$ cat config.mk
export PLATFORM = sky130hd
export DESIGN_NAME = adda_decim_ob
export DESIGN_NICKNAME = d
export VERILOG_FILES = /design/src/rtl/adda_pkg.sv /design/src/rtl/adda_sync_fifo.sv /design/src/rtl/adda_decim_ob.sv
export SDC_FILE = /design/constraint.sdc
export NUM_CORES = 1
export LEC_CHECK = 0
export ABC_AREA = 1
export CORE_AREA = 2 2 171 156
export DETAILED_ROUTE_END_ITERATION = 10
export DIE_AREA = 0 0 173 158
export GPL_TIMING_DRIVEN = 0
export HOLD_SLACK_MARGIN = 0.12
export PLACE_DENSITY = 0.53
export REMOVE_ABC_BUFFERS = 1
export SYNTH_ARGS = -nofsm -noshare
export SYNTH_HDL_FRONTEND = slang
export SYNTH_SLANG_ARGS = --single-unit
$ cat constraint.sdc
create_clock -name clk -period 5.3 [get_ports clk]
set_input_delay 1.06 -clock clk [delete_from_list [all_inputs] [get_ports clk]]
set_output_delay 1.06 -clock clk [all_outputs]
set_load 0.01 [all_outputs]
$ cat src/rtl/adda_pkg.sv
// Shared constants and helpers for the ADDA decimating offset-binary formatter.
package adda_pkg;

  localparam logic MODE_PICK = 1'b0;
  localparam logic MODE_AVG  = 1'b1;

  localparam int DEF_DATA_WIDTH = 14;
  localparam int DEF_MAX_LOG2   = 4;
  localparam int DEF_DEPTH      = 8;

  localparam int ACC_WIDTH = DEF_DATA_WIDTH + DEF_MAX_LOG2;
  localparam int LVL_WIDTH = $clog2(DEF_DEPTH + 1);

  function automatic int acc_width(int dw, int ml);
    return dw + ml;
  endfunction

  function automatic int lvl_width(int depth);
    return $clog2(depth + 1);
  endfunction

  // Two's complement to offset binary: invert the sign bit of a w-bit value.
  function automatic logic [31:0] to_offset_bin(logic [31:0] x, int w);
    return x ^ (32'd1 << (w - 1));
  endfunction

endpackage

$ cat src/rtl/adda_sync_fifo.sv
// Single-clock FIFO; a push on a full FIFO is accepted only alongside a pop.
module adda_sync_fifo
  import adda_pkg::*;
#(
  parameter int DATA_WIDTH = DEF_DATA_WIDTH,
  parameter int DEPTH      = DEF_DEPTH
) (
  input  logic                         clk,
  input  logic                         rst,
  input  logic                         push,
  input  logic                         pop,
  input  logic [DATA_WIDTH-1:0]        din,
  output logic [DATA_WIDTH-1:0]        dout,
  output logic [$clog2(DEPTH+1)-1:0]   level,
  output logic                         full,
  output logic                         empty
);
  localparam int AW = $clog2(DEPTH);
  localparam int LW = $clog2(DEPTH + 1);

  logic [DATA_WIDTH-1:0] r_mem [DEPTH];
  logic [AW-1:0]         r_wp, r_rp;
  logic [LW-1:0]         r_level;
  logic                  w_push, w_pop;

  assign empty  = (r_level == '0);
  assign full   = (r_level == LW'(DEPTH));
  assign w_pop  = pop && !empty;
  assign w_push = push && (!full || w_pop);

  always_ff @(posedge clk or posedge rst) begin
    if (rst) begin
      r_wp    <= '0;
      r_rp    <= '0;
      r_level <= '0;
    end else begin
      if (w_push) r_wp <= r_wp + AW'(1);
      if (w_pop)  r_rp <= r_rp + AW'(1);
      case ({w_push, w_pop})
        2'b10:   r_level <= r_level + LW'(1);
        2'b01:   r_level <= r_level - LW'(1);
        default: r_level <= r_level;
      endcase
    end
  end

  always_ff @(posedge clk) begin
    if (w_push) r_mem[r_wp] <= din;
  end

  assign dout  = r_mem[r_rp];
  assign level = r_level;

endmodule

$ cat src/rtl/adda_decim_ob.sv
// Power-of-two decimator (pick/average) feeding an offset-binary output FIFO.
// Define ADDA_DS_ROUND_EN for round-half-up averaging instead of floor.
module adda_decim_ob
  import adda_pkg::*;
#(
  parameter int DATA_WIDTH = DEF_DATA_WIDTH,
  parameter int MAX_LOG2   = DEF_MAX_LOG2,
  parameter int DEPTH      = DEF_DEPTH
) (
  input  logic                            clk,
  input  logic                            rst,
  input  logic                            in_valid,
  input  logic [DATA_WIDTH-1:0]           dataIn,
  input  logic [$clog2(MAX_LOG2+1)-1:0]   ratio_log2,
  input  logic                            mode,
  output logic [DATA_WIDTH-1:0]           dsoutdata,
  output logic                            out_en,
  input  logic                            outbusy,
  output logic [$clog2(DEPTH+1)-1:0]      fifo_level,
  output logic                            overflow
);
  localparam int KW   = $clog2(MAX_LOG2 + 1);
  localparam int ACCW = acc_width(DATA_WIDTH, MAX_LOG2);
  localparam int PW   = MAX_LOG2;
  localparam logic [KW-1:0] KMAX = KW'(MAX_LOG2);

  logic [PW-1:0]          r_phase;
  logic [KW-1:0]          r_k;
  logic                   r_mode;
  logic signed [ACCW-1:0] r_acc;
  logic                   r_stg_vld;
  logic [DATA_WIDTH-1:0]  r_stg;
  logic                   r_ovf;

  logic [KW-1:0]          w_kin, w_k;
  logic                   w_ph0, w_mode, w_term;
  logic [PW-1:0]          w_lastph;
  logic signed [ACCW-1:0] w_sx, w_sum, w_rnd;
  logic [DATA_WIDTH-1:0]  w_avg, w_res, w_head;
  logic                   w_full, w_empty;

  // Phase 0 uses the live k/mode, since that is the cycle they get latched.
  assign w_kin    = (ratio_log2 > KMAX) ? KMAX : ratio_log2;
  assign w_ph0    = (r_phase == '0);
  assign w_k      = w_ph0 ? w_kin : r_k;
  assign w_mode   = w_ph0 ? mode  : r_mode;
  assign w_lastph = ~({PW{1'b1}} << w_k);
  assign w_term   = in_valid && (r_phase == w_lastph);

  assign w_sx  = ACCW'($signed(dataIn));
  assign w_sum = w_ph0 ? w_sx : r_acc + w_sx;
`ifdef ADDA_DS_ROUND_EN
  assign w_rnd = (w_k == '0) ? '0 : (ACCW'(1) << (w_k - KW'(1)));
`else
  assign w_rnd = '0;
`endif
  assign w_avg = DATA_WIDTH'((w_sum + w_rnd) >>> w_k);
  assign w_res = (w_mode == MODE_AVG) ? w_avg
               : (w_ph0 ? dataIn : r_acc[DATA_WIDTH-1:0]);

  always_ff @(posedge clk or posedge rst) begin
    if (rst) begin
      r_phase   <= '0;
      r_k       <= '0;
      r_mode    <= MODE_PICK;
      r_acc     <= '0;
      r_stg_vld <= 1'b0;
      r_stg     <= '0;
      r_ovf     <= 1'b0;
    end else begin
      if (in_valid) begin
        r_phase <= w_term ? '0 : r_phase + PW'(1);
        if (w_ph0) begin
          r_k    <= w_kin;
          r_mode <= mode;
        end
        // In pick mode the accumulator simply holds the phase-0 sample.
        r_acc <= (w_mode == MODE_AVG) ? w_sum : (w_ph0 ? w_sx : r_acc);
      end
      r_stg_vld <= w_term;
      if (w_term) r_stg <= DATA_WIDTH'(to_offset_bin(32'(w_res), DATA_WIDTH));
      r_ovf <= r_ovf | (r_stg_vld & w_full & ~out_en);
    end
  end

  adda_sync_fifo #(
    .DATA_WIDTH (DATA_WIDTH),
    .DEPTH      (DEPTH)
  ) u_fifo (
    .clk   (clk),
    .rst   (rst),
    .push  (r_stg_vld),
    .pop   (out_en),
    .din   (r_stg),
    .dout  (w_head),
    .level (fifo_level),
    .full  (w_full),
    .empty (w_empty)
  );

  assign out_en    = !w_empty && !outbusy;
  assign dsoutdata = w_empty ? '0 : w_head;
  assign overflow  = r_ovf;

endmodule

-- Yosys cells after proc, flatten, opt, wreduce, memory -nomap -nowiden
Memory sizes are Yosys's and may differ from the RTL's.
Cells that the tools add are included.
- word-level logic and storage cells: 56
- output and inout bits: 20
- memories kept: 1
- memory bits (writable): 112
- input bits: 22
- flip-flop bits (word level): 52
- equality and inequality tests: 4
- shifts and indexed selects: 2
- muxes and demuxes: 13
- magnitude comparators: 1
- bitwise gates (word level): 6
- add/sub/neg operators: 6
- reduce and logical (&&, ||, !) cells: 13
- memories (memory ; depth ; width ; read ports ; clocked after memory_dff ; write ports ; line ; text):
    u_fifo.r_mem ; 8 ; 14 ; 1 ; 0 ; 1 ; adda_sync_fifo.sv:21 ; logic [DATA_WIDTH-1:0] r_mem [DEPTH];
- operators with widths (operator ; number):
    $mux W18 ; 3
    $mux W14 ; 3
    $add A18 B14 Y18 ; 1
    $sshr A18 B3 Y14 ; 1
    $add A4 B1 Y4 const B ; 2
    $logic_not A4 Y1 ; 2
    $pmux W4 S2 ; 1
    $add A3 B1 Y3 const B ; 2
    $mux W3 ; 2
    $eq A4 B4 Y1 ; 1
    $eq A4 B4 Y1 const B ; 1
    $logic_and A1 B1 Y1 ; 4
    $mux W4 ; 1
    $not A4 Y4 ; 1
    $reduce_bool A2 Y1 ; 2
    $shl A4 B3 Y4 const A ; 1
    $sub A4 B1 Y4 const B ; 1
    $gt A3 B3 Y1 const B ; 1
    $logic_not A1 Y1 ; 3
    $mux W1 ; 3
    $and A1 B1 Y1 ; 2
    $eq A2 B1 Y1 const B ; 1
    $eq A2 B2 Y1 const B ; 1
    $not A1 Y1 ; 2
    other kinds (3) ; 3

-- Longest topological paths before layout
- depth after elaboration: 8
- depth in mapped cells: 19
- depth with buffers taken out: 19

-- Hierarchy
Synthesis repeated with hierarchy kept, for this count alone.
- cells, all modules: 1060
- area total of the unflattened synthesis: 9188.8 sq um
- by module, submodules not included (module ; cells each ; times used ; area each (sq um)):
    adda_sync_fifo ; 389 ; 1 ; 5011.1
    adda_decim_ob ; 671 ; 1 ; 4177.8

-- Worst setup path before layout
Ideal clock, no wire load.
- path kind: input -> register
- from: in outbusy
- to: mem u_fifo.r_mem[4][0] in the netlist's numbering, enable pin
- path buffers: 0
- arrival: 2.797 ns
- data required time: 4.916 ns
- stages: 6
- path slack: 2.119 ns
- path through: nor2_1 -> nor4_1 -> nor2_1 -> inv_1 -> or2_2 -> nor2_1
- word-level cells in the longest chain between the ends: 7
- ends and longest elaborated chain (element ; line ; text):
    start, declared ; adda_decim_ob.sv:18 ; input logic outbusy,
    $logic_not A1 Y1 ; adda_decim_ob.sv:101 ; assign out_en = !w_empty && !outbusy;
    $logic_and A1 B1 Y1 ; adda_decim_ob.sv:101 ;
    $logic_and A1 B1 Y1 ; adda_sync_fifo.sv:28 ; assign w_pop = pop && !empty;
    $logic_or A1 B1 Y1 ; adda_sync_fifo.sv:29 ; assign w_push = push && (!full || w_pop);
    $logic_and A1 B1 Y1 ; adda_sync_fifo.sv:29 ;
    $mux W1 ; adda_sync_fifo.sv:48 ; if (w_push) r_mem[r_wp] <= din;
    $mux W1 (implied by the code) ; adda_sync_fifo.sv:48 ;
    end, declared ; adda_sync_fifo.sv:21 ;
Every way passes these cells.

-- Worst setup path in the final report
- from: reg u_fifo.r_rp[1]
- to: out dsoutdata[6]
- word-level cells in the longest chain between the ends: 2
- ends and longest elaborated chain (element ; line ; text):
    start, declared ; adda_sync_fifo.sv:22 ; logic [AW-1:0] r_wp, r_rp;
    start signal, assigned ; adda_sync_fifo.sv:38 ; if (w_pop) r_rp <= r_rp + AW'(1);
    $mem_v2 Z8 W14 ; - ;
    $mux W14 ; adda_decim_ob.sv:102 ; assign dsoutdata = w_empty ? '0 : w_head;
    end, declared ; adda_decim_ob.sv:16 ; output logic [DATA_WIDTH-1:0] dsoutdata,
Every way passes these cells.

==> run_results.csv <==
group,metric,value,unit
sta,skew,0.0112,ns
yosys,syn_area,8860,µm²
grt,overflow,0,
drt,drc,0,
power_and_ir_drop,powerDensity,654,nW/µm²
sta,worst_slack,0.585,ns
setup_path,crit_family,"buffers and inverters",
power_and_ir_drop,peakVddDrop,251,µV
status,status,"complete, no violations",
sta,slew_headroom,22.2,%
sta,setup_violations,0,
floorplanning,core,25600,µm²
setup_path,worstPathMaxFanout,30,
power_and_ir_drop,finalPower,6.69,mW
yosys,yosys_warnings,0,
setup_path,path_class,"reg -> out",
sta,hold_slack,0.469,ns
cts,numCtsBuffers,17,
cells_and_area,syn2layout_area_growth,15.3,%
cells_and_area,layout_commonest_cell,"nand2_1",
grt,grt_pass1_wl,35400,µm
yosys,synth_seq_cells,164,
floorplanning,die-width,173,µm
drt,firstDrtPassIters,5,
yosys,synthCells,1028,
grt,use_met3,2.93,%
grt,grt_pass1_vias,6451,
setup_path,cp_data_required_time,4.24,ns
cells_and_area,drive_gt1_share,7.07,%
sta,hold_viol,0,
yosys,avgSynthCellArea,8.62,µm²
placement,place.gp.congestion,0.840,
yosys,seq_area_frac_synth,52.6,%
cts,hold_buffers,0,
setup_path,startpoint_type,"flop",
cts,cts_htree_levels,4,
power_and_ir_drop,cellLeakagePower,4.18,nW
grt,grt_max_degree,57,
cts,cts.sinks,164,
setup_path,slowest_delay,1.01,ns
grt,grt_use_met1,23.2,%
cells_and_area,mostFrequentLayoutCells,"208 x nand2_1, 116 x nor2_1, 112 x edfxtp_1, 111 x o21ai_0, 104 x nand3_1",
setup_path,crit_path_frequent_cell,"o21ai_0",
floorplanning,die_h,158,µm
setup_path,critPathBufInv,2,
setup_path,arrival,3.65,ns
cts,clockBufferDepth,2,
setup_path,slowest_stage,"inv_1",
yosys,yosysUniqueCellTypes,40,
drt,routed_via_density,4.85,
cts,cts_tree,"built",
sta,rsz0062_at_grt,"false",
job,cap_violations,0,
setup_path,crit_chain,"inv_1 -> o21ai_0 -> o22ai_1 -> o21ai_0 -> a31oi_1 -> clkdlybuf4s50_1",
cts,clk_pin_slew,0.07,ns
sta,finalCritPeriodShare,89.0,%
grt,busiest_layer,"met2",
grt,grt_usage,16.4,%
hold_path,worstHoldPathType,"reg -> reg",
floorplanning,die_area,27300,µm²
floorplanning,rows,56,
floorplanning,start_util,34.6,%
placement,io_buffers,41,
cells_and_area,insertedDiodeCount,0,
placement,place_ws,0.948,ns
drt,drtIter0Drc,482,
cts,cts-root-buf,"clkbuf_16",
grt,grt_antenna_before_repair,0,
cts,clk_latency,0.43,ns
sta,slew_violations,0,
cts,ctsResizeCount,0,
sta,max_freq,212,MHz
drt,drt_wl_total,21500,µm
sta,worst_slew_pin_slew,1.17,ns
cells_and_area,layout.nets,1096,
cts,post-cts-setup-buffer-count,0,
drt,detail_route.wl_per_cell,15.3,µm
sta,fin_setup_tns,0,ns
drt,ant_nets,0,
setup_path,endpoint_kind,"output port",
floorplanning,ios,42,
placement,dp_hpwl,14600,µm
grt,grtUsageMet2,26.2,%
sta,period_minus_slack,4.71,ns
drt,vias,6829,
-- metrics by stage --
step                area (µm²)  std cells  utilization, %
finish                   10200       1409            39.8
global route             10200       1409            39.8
CTS                      10200       1409            39.8
detailed placement        9640       1377            37.6
global placement          9510       1370            37.1
floorplan                 8660        981               -
-- report_power, final --
part           internal (mW)  switching (mW)
combinational           1.25            2.19
sequential              1.72           0.317
clock                  0.663           0.542
total                   3.63            3.05
-- synth_stat cells, drive strengths merged --
master | instances | area [µm²]
a21oi | 42 | 218
a21boi | 7 | 75.1
o21ai | 120 | 608
a22oi | 1 | 7.51
o211ai | 8 | 60.1
o22ai | 19 | 131
dfrtp | 52 | 1300
and2 | 2 | 12.5
nand3b | 4 | 30.0
fa | 2 | 40.0
nor2 | 125 | 474
nand2 | 210 | 793
buf | 14 | 81.3
nor3 | 5 | 25.0
nand4 | 5 | 31.3
ha | 24 | 300
a31oi | 14 | 87.6
or2 | 6 | 37.5
a21o | 1 | 7.51
xnor2 | 3 | 26.3
edfxtp | 112 | 3360
inv | 101 | 382
nand3 | 105 | 538
clkbuf | 33 | 124
nor4 | 1 | 6.26
xor2 | 11 | 96.3
a211oi | 1 | 7.51
-- sequential cells by signal (all words and copies together) (netlist names) --
register / flops
r_stg_vld: 1
u_fifo.r_rp: 3
u_fifo.level: 4
u_fifo.r_mem: 112
r_acc: 18
r_mode: 1
overflow: 1
r_k: 3
r_phase: 4
u_fifo.r_wp: 3
r_stg: 14
-- path summary, 6_finish.rpt --
check / cells after the start / endpoint / startpoint / slack, ns
min in group asynchronous: 2 / u_fifo.level[0] / rst / 1.08
worst max register to register: 13 / r_stg[0] / r_phase[1] / 1.25
worst min register to register: 1 / overflow / overflow / 0.47
worst min-delay path: 1 / overflow / overflow / 0.47
max in group asynchronous: 3 / r_phase[0] / rst / 3.63
worst max-delay path: 6 / dsoutdata[6] / u_fifo.r_rp[1] / 0.59
-- cell families after synthesis --
group | after synthesis | synth area share (%)
and+or+nand+nor | 463 | 22.0
buffers and inverters | 148 | 6.62
xor gates and xnor gates | 14 | 1.38
AOI/OAI and AO/OA | 213 | 13.6
adders and majority gates | 26 | 3.84
DFF | 164 | 52.6
-- area by class of cell --
class / count / area, µm²
clock buffers: 19 / 433
clock inverters: 13 / 143
fillers: 2648 / 15400
inverters: 101 / 382
multi-input cells: 716 / 3630
flip-flops and latches: 164 / 4670
well taps: 348 / 435
repair buffers: 48 / 529
-- per-layer routing --
metal,wire length [µm],up-vias
met5,0,-
met4,271,0
met3,726,17
met2,9740,113
met1,10800,3169
li1,-,3530
-- worst reg2reg max path: cells and delay by family, from the launching register on --
family,cells,cell delay [ns]
AO/OA/AOI/OAI,3,1.03
XOR/XNOR,1,0.23
adder cells (fa/ha/maj),1,0.19
buffers and inverters,4,0.89
flip-flops,1,0.40
AND/OR/NAND/NOR,4,1.22
Power figures use the tool's default switching activity.
